File: src/rtl/vx_wrr_arbiter_pkg.sv
// Shared types and helpers for the weighted round-robin arbiter.
// Selection-source encoding and the effective-weight function live here.
package vx_wrr_arbiter_pkg;

  // Widest weight the helper supports; one extra bit of headroom for base+1.
  localparam int MAX_WW = 16;

  typedef logic [MAX_WW:0] wcalc_t;

  typedef enum logic [1:0] {
    SEL_LOCK = 2'd0,
    SEL_CONT = 2'd1,
    SEL_ROT  = 2'd2
  } sel_src_e;

  // A zero weight still earns one grant per turn.
  function automatic wcalc_t weff(input logic [MAX_WW-1:0] w);
    return (w == '0) ? wcalc_t'(1) : {1'b0, w};
  endfunction

endpackage

File: src/rtl/vx_wrr_arbiter_rotate_pick.sv
// Combinational rotating priority picker: first set request after last_idx,
// wrapping around, with last_idx itself considered last.
module vx_wrr_arbiter_rotate_pick #(
  parameter int NUM_REQS     = 4,
  parameter int LOG_NUM_REQS = 2
) (
  input  logic [NUM_REQS-1:0]     requests,
  input  logic [LOG_NUM_REQS-1:0] last_idx,
  output logic [NUM_REQS-1:0]     onehot,
  output logic [LOG_NUM_REQS-1:0] index,
  output logic                    valid
);

  logic [NUM_REQS-1:0]   mask;
  logic [2*NUM_REQS-1:0] dbl;

  // Lower half holds only requests above last_idx; upper half is the wrap.
  always_comb begin
    mask   = '0;
    index  = '0;
    valid  = |requests;
    for (int i = 0; i < NUM_REQS; i++) begin
      mask[i] = (i > int'(last_idx));
    end
    dbl = {requests, requests & mask};
    for (int i = 2*NUM_REQS-1; i >= 0; i--) begin
      if (dbl[i]) index = LOG_NUM_REQS'(i % NUM_REQS);
    end
    onehot = valid ? (NUM_REQS'(1) << index) : '0;
  end

endmodule

File: src/rtl/vx_wrr_arbiter.sv
// Weighted round-robin arbiter with per-requester quanta and packet locking.
// Holds the credit/lock state machine and the output muxing.
module vx_wrr_arbiter
  import vx_wrr_arbiter_pkg::*;
#(
  parameter int NUM_REQS     = 4,
  parameter int WEIGHT_WIDTH = 4,
  parameter int LOG_NUM_REQS = (NUM_REQS > 1) ? $clog2(NUM_REQS) : 1
) (
  input  logic                             clk,
  input  logic                             reset,
  input  logic [NUM_REQS-1:0]              requests,
  input  logic [NUM_REQS*WEIGHT_WIDTH-1:0] weights,
  input  logic                             grant_lock,
  output logic [LOG_NUM_REQS-1:0]          grant_index,
  output logic [NUM_REQS-1:0]              grant_onehot,
  output logic                             grant_valid,
  input  logic                             grant_ready
);

  // Handshake: a grant transfers (fires) on a cycle where grant_valid and
  // grant_ready are both high; grant_valid never waits on grant_ready, and
  // without a fire the state holds so the offered grant stays stable.

  typedef struct packed {
    logic [LOG_NUM_REQS-1:0] last_idx;
    logic [WEIGHT_WIDTH-1:0] used_cnt;
    logic                    locked;
  } arb_state_t;

  // state_q is the observable FSM state; sel_src tags where the winner came from.
  arb_state_t state_q, state_n;
  sel_src_e   sel_src;

  logic [WEIGHT_WIDTH-1:0] w_arr [NUM_REQS];
  logic [NUM_REQS-1:0]     rot_onehot;
  logic [LOG_NUM_REQS-1:0] rot_index;
  logic                    rot_valid;
  logic [LOG_NUM_REQS-1:0] win_idx;
  logic                    win_valid;
  logic                    fire;
  wcalc_t                  weff_last, weff_win, inc;
  logic [WEIGHT_WIDTH-1:0] base;

  for (genvar g = 0; g < NUM_REQS; g++) begin : g_w
    assign w_arr[g] = weights[g*WEIGHT_WIDTH +: WEIGHT_WIDTH];
  end

  vx_wrr_arbiter_rotate_pick #(
    .NUM_REQS     (NUM_REQS),
    .LOG_NUM_REQS (LOG_NUM_REQS)
  ) u_rotate_pick (
    .requests (requests),
    .last_idx (state_q.last_idx),
    .onehot   (rot_onehot),
    .index    (rot_index),
    .valid    (rot_valid)
  );

  always_ff @(posedge clk) begin
    if (reset) begin
      state_q.last_idx <= LOG_NUM_REQS'(NUM_REQS-1);
      state_q.used_cnt <= '0;
      state_q.locked   <= 1'b0;
    end else begin
      state_q <= state_n;
    end
  end

  always_comb begin
    sel_src   = SEL_ROT;
    win_idx   = rot_index;
    win_valid = rot_valid;
    weff_last = weff(MAX_WW'(w_arr[state_q.last_idx]));
    if (state_q.locked) begin
      sel_src   = SEL_LOCK;
      win_idx   = state_q.last_idx;
      win_valid = requests[state_q.last_idx];
    end else if (requests[state_q.last_idx] && (state_q.used_cnt != '0) &&
                 (wcalc_t'(state_q.used_cnt) < weff_last)) begin
      sel_src   = SEL_CONT;
      win_idx   = state_q.last_idx;
      win_valid = 1'b1;
    end

    grant_valid  = win_valid;
    grant_index  = win_valid ? win_idx : '0;
    grant_onehot = win_valid ? (NUM_REQS'(1) << win_idx) : '0;
    fire         = win_valid & grant_ready;

    // Credit carries over only when this grant extends the holder's turn.
    base     = (sel_src == SEL_ROT) ? '0 : state_q.used_cnt;
    weff_win = weff(MAX_WW'(w_arr[win_idx]));
    inc      = wcalc_t'(base) + wcalc_t'(1);

    state_n = state_q;
    if (fire) begin
      state_n.last_idx = win_idx;
      if (grant_lock) begin
        state_n.locked   = 1'b1;
        state_n.used_cnt = base;
      end else begin
        state_n.locked   = 1'b0;
        state_n.used_cnt = (inc >= weff_win) ? '0 : WEIGHT_WIDTH'(inc);
      end
    end
  end

  logic unused_rot_onehot;
  assign unused_rot_onehot = ^rot_onehot;

endmodule

File: config.mk
export PLATFORM = sky130hd
export DESIGN_NAME = vx_wrr_arbiter
export DESIGN_NICKNAME = d
export VERILOG_FILES = /design/src/rtl/vx_wrr_arbiter_pkg.sv /design/src/rtl/vx_wrr_arbiter_rotate_pick.sv /design/src/rtl/vx_wrr_arbiter.sv
export SDC_FILE = /design/constraint.sdc
export NUM_CORES = 1
export LEC_CHECK = 0
export CORE_MARGIN = 10
export CORE_UTILIZATION = 55
export CTS_CLUSTER_DIAMETER = 30
export DETAILED_ROUTE_END_ITERATION = 16
export DONT_BUFFER_PORTS = 1
export GPL_TIMING_DRIVEN = 0
export PLACE_DENSITY = 0.7
export REMOVE_ABC_BUFFERS = 1
export SLEW_MARGIN = 40
export SYNTH_ARGS = -nofsm -noshare
export SYNTH_HDL_FRONTEND = slang
export SYNTH_HIERARCHICAL = 1
export SYNTH_SLANG_ARGS = --single-unit
File: constraint.sdc
create_clock -name clk -period 7.25 [get_ports clk]
set_input_delay 1.0875 -clock clk [delete_from_list [all_inputs] [get_ports clk]]
set_output_delay 1.0875 -clock clk [all_outputs]
set_load 0.01 [all_outputs]
==> After elaboration in Yosys (flattened, before gate mapping) <==
Cells that the tools add are included.
{ "word_totals": {"word_cells": 53, "output_inout_bits": 7, "register_bits": 7} }
{ "op_classes": {"eq_ne": 1, "n_shift": 1, "addsub": 1, "n_lt_le_gt_ge": 8, "n_mux": 29, "reduce_logical": 6, "n_bitwise": 4} }
{ "op_table": {"columns": ["operator", "count"], "rows": [
  ["4-bit two-way mux", 9],
  ["2-bit two-way mux", 13],
  ["4-bit binary-select mux with 2-bit select", 2],
  ["4-bit logical NOT", 2],
  ["3-bit greater-or-equal comparator (second input constant)", 2],
  ["2-bit NOT with 3-bit output", 2],
  ["4-bit by 1-bit adder with 5-bit output (second input constant)", 1],
  ["5-bit by 4-bit greater-or-equal comparator with 1-bit output", 1],
  ["5-bit two-way mux", 1],
  ["4-bit AND", 1],
  ["2-bit greater-than comparator (first input constant)", 2],
  ["4-bit < comparator", 1],
  ["4-bit nonzero test", 1],
  ["4-bit OR reduction", 1],
  ["1-bit by 2-bit left shift with 4-bit output (first input constant)", 1],
  ["2-bit by 3-bit < comparator with 1-bit output (second input constant)", 1],
  ["1-bit two-way mux", 3],
  ["1-bit binary-select mux with 2-bit select", 1],
  ["2-bit == test (second input constant)", 1],
  ["1-bit by 2-bit greater-than comparator with 1-bit output (first input constant)", 1],
  ["1-bit logical AND", 2],
  ["1-bit AND", 1]
]} }

==> Logic depth before layout (Yosys ltp) <==
Gate-level depths: netlist of the first run.
{ "logic_depth": {"ltp_word": 19, "mapped_depth": 19, "ltp_nobuf": 18} }

==> Modules after synthesis <==
The synthesis of the first run kept the hierarchy.
{ "modules_own_cells": {"columns": ["mod", "area_each_um2", "cells_each", "instances"], "rows": [
  ["vx_wrr_arbiter", 1107.3, 123, 1],
  ["vx_wrr_arbiter_rotate_pick", 161.4, 28, 1]
]} }

==> Worst setup path after synthesis of the first run <==
Ideal clock, no wire load.
{ "synth_timing": {"kind": "input -> register", "start": "in weights[5]", "end": "reg state_q[2] in the netlist's numbering", "arrival_time_ps": 4895, "cell_stages": 18, "n_path_buf": 0, "setup_time_ps": 64, "setup_slack_ps": 2290, "path_cell_list": "mux4_1 inv_1 ha_1 or2_1 or4_4 a21oi_4 nor2_2 mux2i_4 mux2_4 a31o_1 ha_1 nand2b_1 a21o_1 a21o_1 a211oi_1 o31a_1 a32oi_1 nor2_1"} }
{ "synth_via": {"elab_chain_cells": 18} }
{ "synth_rtl": {"columns": ["item", "line_no", "text"], "rows": [
  ["start: declaration", "vx_wrr_arbiter.sv:13", "input logic [NUM_REQS*WEIGHT_WIDTH-1:0] weights,"],
  ["4-bit binary-select mux with 2-bit select", "vx_wrr_arbiter.sv:74", "weff_last = weff(MAX_WW'(w_arr[state_q.last_idx]));"],
  ["4-bit two-way mux (implied by the code) (2 in series)", "vx_wrr_arbiter.sv:74", null],
  ["4-bit logical NOT", "vx_wrr_arbiter_pkg.sv:18", "return (w == '0) ? wcalc_t'(1) : {1'b0, w};"],
  ["4-bit two-way mux", "vx_wrr_arbiter_pkg.sv:18", null],
  ["4-bit < comparator", "vx_wrr_arbiter.sv:80", "(wcalc_t'(state_q.used_cnt) < weff_last)) begin"],
  ["1-bit logical AND", "vx_wrr_arbiter.sv:79", "end else if (requests[state_q.last_idx] && (state_q.used_cnt != '0) &&"],
  ["2-bit two-way mux", "vx_wrr_arbiter.sv:79", null],
  ["2-bit two-way mux", "vx_wrr_arbiter.sv:75", "if (state_q.locked) begin"],
  ["2-bit NOT with 3-bit output (implied by the code)", "vx_wrr_arbiter.sv:93", "weff_win = weff(MAX_WW'(w_arr[win_idx]));"],
  ["4-bit binary-select mux with 2-bit select", "vx_wrr_arbiter.sv:93", null],
  ["4-bit two-way mux (implied by the code) (2 in series)", "vx_wrr_arbiter.sv:93", null],
  ["4-bit logical NOT", "vx_wrr_arbiter_pkg.sv:18", null],
  ["4-bit two-way mux", "vx_wrr_arbiter_pkg.sv:18", null],
  ["5-bit by 4-bit greater-or-equal comparator with 1-bit output", "vx_wrr_arbiter.sv:104", "state_n.used_cnt = (inc >= weff_win) ? '0 : WEIGHT_WIDTH'(inc);"],
  ["4-bit two-way mux", "vx_wrr_arbiter.sv:104", null],
  ["5-bit two-way mux", "vx_wrr_arbiter.sv:99", "if (grant_lock) begin"],
  ["end signal: assignment", "vx_wrr_arbiter.sv:66", "state_q <= state_n;"],
  ["end: declaration", "vx_wrr_arbiter.sv:32", "arb_state_t state_q, state_n;"]
]} }
Several ways; a longest one is shown, not always the timed one. The select of a mux whose other input is x is not followed.
A chain may end at the register's enable or synchronous reset.

==> Final worst setup path of the first run <==
{ "layout_timing": {"start": "in weights[5]", "end": "reg state_q[4] in the netlist's numbering"} }
Same word-level chain as after synthesis.

==> results.json, run 1 <==
{
  "grt_most_used_layer": "met2",
  "routed_wirelength_um": 3070,
  "status": "finished, final reports clean",
  "cp_data_arrival_time_ps": 5400,
  "max_ffs_per_register": 7,
  "antennaDiodeCount": 0,
  "placedInstanceArea_sq_um": 1210,
  "layout.cells.most_common_list": "nor2_1 (14), nand2_1 (12), inv_1 (9), mux2i_1 (9), ha_1 (8)",
  "nets": 174,
  "die_area_sq_um": 4450,
  "final_design_area_no_fill_sq_um": 1240,
  "worst-r2r-setup-slack_ps": 2060,
  "first_global_vias": 1080,
  "r2r.worst_path.cells": 18,
  "multi_input_gate_area_in_the_final_layout_sq_um": 993,
  "fraction_of_layout_cells_with_a_size_suffix_above_1_pct": 17.0,
  "number_of_fillers_in_the_final_layout": 183,
  "registers.top_by_ff_count": "state_q",
  "design.portCount": 31,
  "use_met3_pct": 4.18,
  "drc": 0,
  "maxSlewHeadroom_pct": 57.2,
  "globalplace.congestion": 0.847,
  "hp-class": "reg2reg",
  "finalMaxSlewViolations": 0,
  "cts.htree.levels": 1,
  "chipHeight_um": 66.7,
  "p_per_area_nw_per_um2": 162,
  "portBuffers": 0,
  "cp_capture_type": "flop",
  "period_minus_slack_ps": 5200,
  "dr_total_vias": 1105,
  "ir_worst_vdd_uv": 92.3,
  "worstSkewPairLatency_ps": 260,
  "wire_per_inst_um": 18.3,
  "grtUsageTotal_pct": 14.3,
  "grt_setup_unrepaired": "no",
  "tritoncts": "yes",
  "min_delay_path_depth": 2,
  "clk_path_buf_depth": 2,
  "start_util_pct": 59.3,
  "grt_first_pass_wirelength_um": 5160,
  "final.setup_skew_ps": 5.54,
  "grt_start_max_net_pins": 17,
  "whs_endpoint": "state_q[4]",
  "cts-hold-fix-buffers": 0,
  "global_route.overflow_total": 0,
  "clkSlewWorstSetupHoldPaths_ps": 50,
  "grt_antenna_before_repair": 0,
  "final_common_cell": "nor2_1",
  "met1_usage_pct": 18.6,
  "post_cts_setup_buffer_count": 0,
  "timing_hold_violations_final": 0,
  "timing_worst_setup_path_type": "in2reg",
  "syn_to_final_growth_pct": 3.76,
  "worstPathMaxFanout": 9,
  "r2r-end": "state_q[4]",
  "final.period_utilization_pct": 71.8,
  "final.setup.tns_ps": 0,
  "seqCellArea_sq_um": 140,
  "category_of_the_worst_setup_path_launch_point": "input pin",
  "cts_sinks": 7,
  "clockRootBuffer": "clkbuf_4",
  "top_regs": "state_q (7)",
  "maximum_operating_frequency_mhz": 192,
  "route.detailed.vias_per_inst": 6.58,
  "die_wd_um": 66.7,
  "mappedNetlistArea_sq_um": 1200,
  "postCtsResizedCells": 0,
  "maxCapViolCount": 0,
  "crit_required_ps": 7450,
  "dp.final_hpwl_um": 2440,
  "leakage_nw": 0.546,
  "drtPass1Iterations": 4,
  "regToRegStartpoint": "state_q[5]",
  "core_region_area_sq_um": 2020,
  "synthesis.instances": 140,
  "initialDrtViolationCount": 37,
  "yosysWarningCount": 6,
  "placement_rows": 16,
  "route.antenna.remaining_nets": 0,
  "max_slew.worst_pin.slew_ps": 637,
  "cts_made_buffers": 3,
  "hold_path.startpoint": "state_q[4]",
  "mean_instance_size_in_the_synthesized_netlist_sq_um": 8.56,
  "grtUsageMet2_pct": 22.9,
  "report.final.setup_viol": 0
}
==> through the flow <==
| stage | power (mW) | util [%] | cells | setup slack (ps) | hold slack [ps] |
|---|---|---|---|---|---|
| after floorplan | 0.144 | - | 136 | 2290 | 512 |
| after global placement | 0.161 | 59.6 | 163 | 1910 | 579 |
| after detailed placement | 0.164 | 60.0 | 163 | 1860 | 597 |
| after CTS | 0.201 | 61.3 | 167 | 2080 | 613 |
| after global routing | 0.217 | 61.5 | 168 | 1660 | 644 |
| final | 0.202 | 61.5 | 168 | 2050 | 611 |
==> report_power, final <==
| part | switching [mW] | total [mW] | internal [mW] | leakage [nW] |
|---|---|---|---|---|
| sequential | 0.00880 | 0.0497 | 0.0409 | 0.0573 |
| clock | 0.0155 | 0.0366 | 0.0211 | 0.0150 |
| combinational | 0.0607 | 0.115 | 0.0548 | 0.474 |
==> worst max-delay path by stage <==
stage	slack [ps]	from	to	cells after the start
2_1_floorplan	2290	weights[5]	state_q[2]	18
3_3_place_gp	1910	weights[5]	state_q[4]	18
3_5_place_dp	1860	weights[5]	state_q[4]	18
4_1_cts	2080	weights[5]	state_q[4]	18
5_1_grt	1660	state_q[5]	state_q[1]	18
6_report	2050	weights[5]	state_q[4]	18
==> layer usage <==
layer / vias up / routed length [um]
met5: - / 0
met4: 0 / 0
met3: 0 / 209
met2: 33 / 1450
met1: 534 / 1400
li1: 538 / -
==> layout make-up <==
| cell class | count | area share [%] |
|---|---|---|
| well taps | 27 | 2.72 |
| clock buffers | 4 | 2.11 |
| multi-input cells | 117 | 79.9 |
| repair buffers | 1 | 0.402 |
| flip-flops and latches | 7 | 11.3 |
| inverters | 12 | 3.62 |
==> critical path, stage by stage <==
cell and delay, ps:
mux4_1 590, inv_1 90, ha_1 170, o211ai_1 110
a21oi_1 350, a21oi_4 140, nor2_2 220, mux2i_4 480
mux2_4 350, a31o_1 230, ha_1 280, nand2b_1 140
a21o_1 170, a21o_1 170, a211oi_1 350, o31a_1 250
a32oi_1 110, nor2_1 90
(Power assumes the default switching activity.)
==> inputs of run 2 (changes only) <==
--- a/config.mk
+++ b/config.mk
@@ -11,7 +11,7 @@
 export DETAILED_ROUTE_END_ITERATION = 16
 export DONT_BUFFER_PORTS = 1
 export GPL_TIMING_DRIVEN = 0
-export PLACE_DENSITY = 0.7
+export PLACE_DENSITY = 0.73
 export REMOVE_ABC_BUFFERS = 1
 export SLEW_MARGIN = 40
 export SYNTH_ARGS = -nofsm -noshare
==> constraint.sdc (replaced) <==
create_clock -name clk -period 4.3 [get_ports clk]
set_input_delay 0.645 -clock clk [delete_from_list [all_inputs] [get_ports clk]]
set_output_delay 0.645 -clock clk [all_outputs]
set_load 0.01 [all_outputs]
==> results.json, run 2 (synthesized netlist as in run 1, its figures left out) <==
{
  "grtUsageTotal_pct": 15.1,
  "leakage_nw": 0.635,
  "first_global_vias": 1164,
  "hp-class": "in2reg",
  "clockRootBuffer": "clkbuf_4",
  "cp_capture_type": "flop",
  "start_util_pct": 59.3,
  "drtPass1Iterations": 4,
  "die_wd_um": 66.7,
  "critPathMaxStageDelay_ps": 550,
  "layout.cells.most_common_list": "buf_4 (17), nor2_1 (14), nand2_1 (12)",
  "number_of_fillers_in_the_final_layout": 159,
  "period_minus_slack_ps": 4300,
  "syn_to_final_growth_pct": 22.3,
  "timing_hold_violations_final": 0,
  "cp_max_delay_cell": "mux4_2",
  "p_per_area_nw_per_um2": 277,
  "cts_sinks": 7,
  "final_design_area_no_fill_sq_um": 1470,
  "chipHeight_um": 66.7,
  "design.portCount": 31,
  "crit_path_cell_trace": "mux4_2, inv_2, ha_4, o211ai_1, a21o_1, o21ai_4, a311oi_4, buf_12, mux2i_1, mux2_4, a31o_1, ha_1, nand2b_4, a21o_1, a21o_1, a211oi_2, o31a_1, a32oi_1, nor2_1",
  "ir_worst_vdd_uv": 172,
  "routed_wirelength_um": 3480,
  "maxSlewHeadroom_pct": 57.9,
  "crit_buf_inv": 2,
  "final.setup_skew_ps": 1.00,
  "status": "complete, but fails checks",
  "globalplace.congestion": 0.809,
  "crit_required_ps": 4500,
  "nets": 192,
  "global_route.overflow_total": 0,
  "fraction_of_layout_cells_with_a_size_suffix_above_1_pct": 33.3,
  "pre_cts_ws_ps": -774,
  "dp.final_hpwl_um": 2510,
  "grt_antenna_before_repair": 0,
  "clkSlewWorstSetupHoldPaths_ps": 50,
  "placedInstanceArea_sq_um": 1210,
  "wire_per_inst_um": 18.7,
  "worstSkewPairLatency_ps": 260,
  "core_region_area_sq_um": 2020,
  "placement_rows": 16,
  "worst_path_most_repeated_cell": "a21o_1",
  "grt_start_max_net_pins": 17,
  "route.antenna.remaining_nets": 0,
  "cts-hold-fix-buffers": 0,
  "final_common_cell": "buf_4",
  "maxCapViolCount": 0,
  "finalMaxSlewViolations": 0,
  "whs_ps": 448,
  "cts.htree.levels": 1,
  "worstPathMaxFanout": 7,
  "antennaDiodeCount": 0,
  "report.final.setup_viol": 2,
  "delay_heaviest_family_cp": "compound AO/OA/AOI/OAI gates",
  "max_ffs_per_register": 7,
  "dr_total_vias": 1194,
  "category_of_the_worst_setup_path_launch_point": "flop",
  "cp_data_arrival_time_ps": 4500,
  "tritoncts": "yes",
  "portBuffers": 0,
  "timing_worst_setup_path_type": "reg2reg",
  "cts_made_buffers": 3,
  "finalWorstSetupSlack_ps": -3.44,
  "failed_checks": "setup timing",
  "max_slew.worst_pin.slew_ps": 632,
  "initialDrtViolationCount": 62,
  "drc": 0,
  "top_regs": "state_q (7)",
  "route.detailed.vias_per_inst": 6.42,
  "registers.top_by_ff_count": "state_q",
  "clk_path_buf_depth": 2,
  "final.period_utilization_pct": 100,
  "die_area_sq_um": 4450,
  "grt_first_pass_wirelength_um": 5410,
  "maximum_operating_frequency_mhz": 232,
  "grt_setup_unrepaired": "yes",
  "report.power.total_uw": 406
}
[run 2: cell types whose count changed in the layout (fill, tap and decap cells not counted), sizes merged]
cell | previous run | this run
buf | 0 | 19
clkbuf | 5 | 4
[run 2: layout make-up]
class | count | area [sq um] | area share (%)
clock buffers | 4 | 26.3 | 1.79
repair buffers | 19 | 151 | 10.3
flip-flops and latches | 7 | 148 | 10.1
well taps | 27 | 33.8 | 2.30
inverters | 12 | 45.0 | 3.07
multi-input cells | 117 | 1060 | 72.4
[run 2: worst paths after layout]
| kind | from | to | slack [ps] | cells past startpoint |
|---|---|---|---|---|
| hold / removal | reset | state_q[4] | 450 | 1 |
| setup reg to reg | state_q[5] | state_q[4] | -3 | 19 |
| hold reg to reg | state_q[6] | state_q[6] | 570 | 1 |
| setup / recovery | state_q[5] | state_q[4] | -3 | 19 |
[run 2: layer usage]
layer  share of wire [%]  wire, um  vias up  global-route usage (%)
met5                   0         0        -                       0
met4                 2.6        89        0                    3.93
met3                 6.7       234        9                    4.52
met2                  52      1810       39                    27.1
met1                  39      1340      568                    16.6
li1                    -         -      578                       -
[run 2: repair_timing]
item / CTS / global route
setup buffers: 9 / 9
setup endpoints to repair: 5 / 4
pin swaps: 4 / 6
gates resized for setup: 10 / 8
[run 2: power breakdown]
part           leakage (nW)  internal, mW  switching (mW)  total (mW)
logic                 0.562         0.137           0.127       0.264
registers            0.0575        0.0695          0.0104      0.0799
clock network        0.0150        0.0355          0.0262      0.0617
total                 0.635         0.242           0.164       0.406
[run 2: stage by stage]
stage | instances | setup TNS [ps] | utilization, %
2_1_floorplan | 136 | -815 | -
5_1_grt | 186 | -701 | 72.5
3_3_place_gp | 163 | -2490 | 59.6
6_report | 186 | -5.43 | 72.5
4_1_cts | 177 | 0 | 66.2
3_5_place_dp | 164 | -2850 | 59.8
